$ cat src/rtl/fetch_queue.sv
// Instruction fetch front end: owns the PC, issues credit-limited requests to imem,
// buffers in-order responses and hands {addr, word} pairs to decode; redirect flushes.
module fetch_queue #(
  parameter int                    ADDR_WIDTH = 32,
  parameter int                    DATA_WIDTH = 32,
  parameter int                    DEPTH      = 4,
  parameter logic [ADDR_WIDTH-1:0] RESET_PC   = '0
) (
  input  logic                  clk,
  input  logic                  rst,
  output logic                  imem_req_valid,
  input  logic                  imem_req_ready,
  output logic [ADDR_WIDTH-1:0] imem_req_addr,
  input  logic                  imem_resp_valid,
  input  logic [DATA_WIDTH-1:0] imem_resp_data,
  input  logic                  redirect_valid,
  input  logic [ADDR_WIDTH-1:0] redirect_addr,
  output logic                  id_valid,
  input  logic                  id_ready,
  output logic [ADDR_WIDTH-1:0] instruction_addr,
  output logic [DATA_WIDTH-1:0] instruction
);

  localparam int PW = $clog2(DEPTH);
  localparam int CW = PW + 1;

  logic [ADDR_WIDTH-1:0] pc;
  logic [CW-1:0]         count;
  logic [CW-1:0]         outstanding;
  logic [CW-1:0]         stale;
  logic [CW-1:0]         outstanding_next;
  logic [CW:0]           used;
  logic [PW-1:0]         rd_ptr;
  logic [PW-1:0]         wr_ptr;
  logic [PW-1:0]         aq_rd;
  logic [PW-1:0]         aq_wr;
  logic [ADDR_WIDTH-1:0] aq_mem   [DEPTH];
  logic [ADDR_WIDTH-1:0] addr_mem [DEPTH];
  logic [DATA_WIDTH-1:0] data_mem [DEPTH];
  logic                  req_fire;
  logic                  keep;
  logic                  pop;
  logic                  unused_redirect_lsbs;

  // Buffered plus in-flight never exceeds DEPTH, so every live response has a slot.
  assign used           = {1'b0, count} + {1'b0, outstanding};
  assign imem_req_valid = !rst && !redirect_valid && (used < (CW+1)'(DEPTH));
  assign imem_req_addr  = pc;
  assign req_fire       = imem_req_valid && imem_req_ready;

  assign keep = imem_resp_valid && (stale == '0) && !redirect_valid;
  assign pop  = id_valid && id_ready && !redirect_valid;

  assign outstanding_next = outstanding + CW'(req_fire) - CW'(imem_resp_valid);

  assign id_valid         = (count != '0);
  assign instruction_addr = addr_mem[rd_ptr];
  assign instruction      = data_mem[rd_ptr];

  assign unused_redirect_lsbs = ^redirect_addr[1:0];

  always_ff @(posedge clk or posedge rst) begin
    if (rst) begin
      pc          <= RESET_PC;
      count       <= '0;
      outstanding <= '0;
      stale       <= '0;
      rd_ptr      <= '0;
      wr_ptr      <= '0;
      aq_rd       <= '0;
      aq_wr       <= '0;
    end else begin
      // The address queue tracks every accepted request, flushed or not.
      outstanding <= outstanding_next;
      aq_wr       <= aq_wr + PW'(req_fire);
      aq_rd       <= aq_rd + PW'(imem_resp_valid);
      if (redirect_valid) begin
        pc     <= {redirect_addr[ADDR_WIDTH-1:2], 2'b00};
        count  <= '0;
        rd_ptr <= '0;
        wr_ptr <= '0;
        stale  <= outstanding_next;
      end else begin
        if (req_fire) pc <= pc + ADDR_WIDTH'(4);
        if (imem_resp_valid && (stale != '0)) stale <= stale - CW'(1);
        wr_ptr <= wr_ptr + PW'(keep);
        rd_ptr <= rd_ptr + PW'(pop);
        count  <= count + CW'(keep) - CW'(pop);
      end
    end
  end

  always_ff @(posedge clk) begin
    if (req_fire) aq_mem[aq_wr] <= pc;
    if (keep) begin
      addr_mem[wr_ptr] <= aq_mem[aq_rd];
      data_mem[wr_ptr] <= imem_resp_data;
    end
  end

endmodule
$ cat config.mk
export PLATFORM = sky130hd
export DESIGN_NAME = fetch_queue
export DESIGN_NICKNAME = d
export VERILOG_FILES = /design/src/rtl/fetch_queue.sv
export SDC_FILE = /design/constraint.sdc
export NUM_CORES = 1
export LEC_CHECK = 0
export CORE_MARGIN = 2
export CORE_UTILIZATION = 50
export CTS_CLUSTER_DIAMETER = 30
export CTS_CLUSTER_SIZE = 16
export DETAILED_ROUTE_END_ITERATION = 12
export PLACE_DENSITY = 0.82
export SYNTH_ARGS = -nofsm -noshare
export SYNTH_HDL_FRONTEND = slang
export SYNTH_SLANG_ARGS = --single-unit
$ cat constraint.sdc
create_clock -name clk -period 8.24 [get_ports clk]
set_clock_uncertainty 0.1 [all_clocks]
set_input_delay 1.236 -clock clk [delete_from_list [all_inputs] [get_ports clk]]
set_output_delay 1.236 -clock clk [all_outputs]
set_load 0.02 [all_outputs]
# Word-level counts from Yosys, hierarchy flattened
# Memory sizes are Yosys's and may differ from the RTL's.
# Index checks and enable logic that the tools add are counted.
# W data, S select, Z words.
# op_classes
n_addsub	11
magnitude_cmp	1
n_mux	11
n_reduce_logical	15
# ops
cell	n
$mux W32	2
$add A32 B3 Y32 const B	1
$mux W3	3
$add A2 B1 Y2	4
$logic_and A1 B1 Y1	8
$add A3 B1 Y3	2
$reduce_bool A3 Y1	2
$sub A3 B1 Y3	2
$add A3 B3 Y4	1
$lt A4 B3 Y1 const B	1
$mux W1	4
$mux W2	2
$reduce_bool A2 Y1	2
$logic_not A3 Y1	1
$sub A3 B1 Y3 const B	1
$logic_not A1 Y1	2
# word_totals
register_bits	49
ramBits	384
input_bits	70
out_inout_bits	98
n_memories	3
# memory_table
name	depth	width	rd	rd_ports_with_merged_regs	write_ports	line	source
addr_mem	4	32	1	0	1	38	logic [ADDR_WIDTH-1:0] addr_mem [DEPTH];
aq_mem	4	32	1	0	1	37	logic [ADDR_WIDTH-1:0] aq_mem [DEPTH];
data_mem	4	32	1	0	1	39	logic [DATA_WIDTH-1:0] data_mem [DEPTH];

# Logic depth before layout (Yosys ltp)
# logic_depth
ltp_word	7
ltp_mapped	11

# Worst setup path before layout
# No wires, ideal clock.
# synth_timing
path_kind	input-to-reg
startpoint	input redirect_valid
endpoint	memory addr_mem[0][10], enable pin
arrival_time_ps	6504
path_slack_ps	1062
stages	2
path_buffers	0
cell_sequence	nor4b_1 -> nor3b_1
# synth_via
elab_chain_len	4
# synth_lines
element	line	source
start: declaration	16	input logic redirect_valid,
$logic_not A1 Y1	51	assign keep = imem_resp_valid && (stale == '0) && !redirect_valid;
$logic_and A1 B1 Y1	51	
$mux W1	95	if (keep) begin
$mux W1 (implied by the code)	96	addr_mem[wr_ptr] <= aq_mem[aq_rd];
end: declaration	38	
# No other way between the ends.

# Final worst setup path
# layout_timing
startpoint	input redirect_valid
endpoint	memory data_mem[2][11], enable pin
# layout_via
elab_chain_len	4
# layout_lines
element	line	source
$logic_not A1 Y1	51	
$logic_and A1 B1 Y1	51	
$mux W1	95	
$mux W1 (implied by the code)	97	data_mem[wr_ptr] <= imem_resp_data;
end: declaration	39	
# No other way between the ends.

==> reports/summary.txt <==
Leakage: 6.96 nW
Pwr dens: 328 nW/um2
Worst-margin pin slew: 1220 ps
Synth async-reset ratio: 0.113
Post-synth EDFFs: 368
Total GRT Usage: 0.206
Max Transition Viols Final: 0
Final Cycle Share: 0.568
Critical path class: in2reg
CTS Buffer Depth: 3
MaxCap Viol Count: 0
Cell taking the most area after synthesis: edfxtp_1
Achievable Freq: 214 MHz
Max-Slew Margin vs Limit: 0.185
Top_reg_cell synth: edfxtp_1
Synth unique cells: 46
Largest net degree at the start of global routing: 64
Synth Cell Area: 16000 um2
Outcome: complete, no violations
Cells after Synth: 785
DP Wirelength: 18300 um
Flop2flop setup slack: 4310 ps
Post-cts repair resize count: 0
CP bufs+invs: 3
Post-CTS Hold Fix Bufs: 0
Final hold vios: 0
I/O Pins: 168
Maximum VDD drop: 0.174 mV
Crit-path max FO: 49
Routed WL per cell: 22.5 um
DR DRC count: 0
Post-synth top area share: 0.692
Ys Warns: 0
Synth top area cells: edfxtp_1 (69%), mux4_2 (13%), dfrtp_1 (7.4%), ha_1 (1.0%), nand2_1 (0.92%)
Layout Utilization: 0.654
First DRT Iteration DRCs: 576
DR vias: 8402
Number of port buffers: 161
Worst path required time: 8310 ps
Final setup viols: 0
HP Class: reg2reg
Worst-Skew Late Latency: 560 ps
First-pass GRT wire length: 51400 um
Post-CTS Setup Inserts: 0
Number of global-route vias before repair: 9079
# fillers: 2045
Critical Path, Cell by Cell: clkdlybuf4s50_1 > buf_4 > nor4b_1 > nand2_1 > nor2_4 > buf_4
GP Congestion: 0.823
Total CTS buffers: 74
Worst R2R End: data_mem[2][11]
R2r worst-path depth: 7
Tmin final: 4680 ps
Slowest CP cell: nor4b_1
Largest stage delay on the critical path: 1030 ps
Number of sinks on the clock net: 415
CP startpoint kind: primary input
HP Start: outstanding[0]
Layout area overhead: 28.9%
Most used cell, CP: buf_4
Drt first pass iters: 6
Vias per inst: 5.75
Launch point of the worst reg-to-reg path: stale[0]
Total grt overflow: 0
Number of diodes: 0
Worst setup startpoint: redirect_valid
Share of cells above drive strength 1: 0.231
Die area: 33400 um2
# rows: 65
Hold EP: outstanding[0]
Post-route cell area: 20600 um2
Detail Route Antenna Nets: 0
Starting density of the core: 0.507
Synth Register Bits: 415
Root Buffer Master: clkbuf_16
Routed WL: 33000 um
Mapped Avg Cell Area: 20.3 um2
Worst setup EP type: flop
H-tree depth: 3
Final #Nets: 1087
Chip height: 183 um
WP data arrival: 4750 ps
Seq/Total Area, Yosys: 0.766
Hold Crit Depth: 1
Fin Setup TNS: 0 ps
TritonCTS clock tree: built
Die width: 183 um
CTS clock-pin slew for the worst setup and hold paths: 50 ps
Antenna violations before repair: 0
Delay-heaviest family, CP: simple AND/OR/NAND/NOR gates
Core ar.: 31500 um2
RSZ-0062 raised after global routing: false
Dpl cell area: 18100 um2
-- cell usage after synthesis (all sizes together) (6+ instances only) --
library cell / instances
a21oi: 6
a31oi: 7
and3: 9
buf: 21
clkbuf: 17
dfrtp: 47
edfxtp: 368
ha: 13
inv: 15
mux4: 92
nand2: 39
nand3: 19
nand4: 11
nor2: 26
o211ai: 10
o21ai: 24
o311ai: 7
-- report_power, final --
| group | internal, mW | leakage (nW) | switching, mW |
|---|---|---|---|
| Combinational | 0.508 | 1.85 | 0.529 |
| Clock | 2.00 | 1.22 | 1.01 |
| Sequential | 2.54 | 3.89 | 0.159 |
-- cells in the final DEF, fill, tap and decap left out, types with 13 or more instances in the layout --
master / synthesis / final
buf_4: 5 / 15
clkbuf_16: 0 / 76
clkdlybuf4s50_1: 0 / 161
dfrtp_1: 47 / 43
edfxtp_1: 368 / 368
ha_1: 13 / 13
inv_1: 15 / 14
mux4_2: 92 / 92
nand2_1: 39 / 39
nand3_1: 19 / 19
nor2_1: 26 / 24
o21ai_0: 24 / 24
-- routing by layer --
layer	wire (um)	vias to the layer above	global-route usage
li1	-	3670	-
met1	13100	4292	0.263
met2	16600	378	0.344
met3	2410	62	0.0491
met4	781	0	0.0810
met5	0	-	0
-- sequential cells by signal, summed over array words and instances (netlist names) --
name and cells:
imem_req_addr 30, stale 3, aq_mem 120, aq_wr 2
data_mem 128, outstanding 3, aq_rd 2, count 3
addr_mem 120, rd_ptr 2, wr_ptr 2
-- how the worst max path moves through the flow --
stage / slack, ps / to / depth (start not counted)
2_1_floorplan: 1060 / addr_mem[0][10] / 2
3_3_place_gp: 3070 / data_mem[2][29] / 6
3_5_place_dp: 2950 / data_mem[2][11] / 6
4_1_cts: 3470 / instruction_addr[4] / 3
5_1_grt: 3340 / instruction_addr[4] / 3
6_report: 3560 / data_mem[2][11] / 6
-- kinds of logic (layout without fill, tap and decap cells) --
kind of cell / after synthesis / count (layout) / synth area share
buf+inv: 53 / 325 / 0.0146
other cells: 1 / 4 / 0.000235
flops: 415 / 415 / 0.766
fa+ha+maj: 15 / 15 / 0.0127
simple gates: 130 / 130 / 0.0419
xor+xnor: 9 / 9 / 0.00494
compound gates: 66 / 66 / 0.0272
mux: 96 / 96 / 0.132
-- area by class of cell --
type	count	area, um2	share of cell area
inverter	15	56.3	0.00274
tap	402	503	0.0244
timing repair buffer	176	1720	0.0838
clock inverter	49	556	0.0270
sequential	415	12200	0.595
multi-input combinational	320	3550	0.172
clock buffer	85	1960	0.0950
-- metrics by stage --
step | cells | hold slack (ps) | power (mW) | setup slack, ps
after global placement | 1328 | 440 | 3.73 | 3070
after detailed placement | 1328 | 435 | 3.77 | 2950
after floorplan | 788 | 393 | 3.35 | 1060
after CTS | 1462 | 448 | 6.81 | 3470
final | 1462 | 449 | 6.74 | 3560
after global routing | 1462 | 468 | 7.00 | 3340
Power figures use the tool's default switching activity.
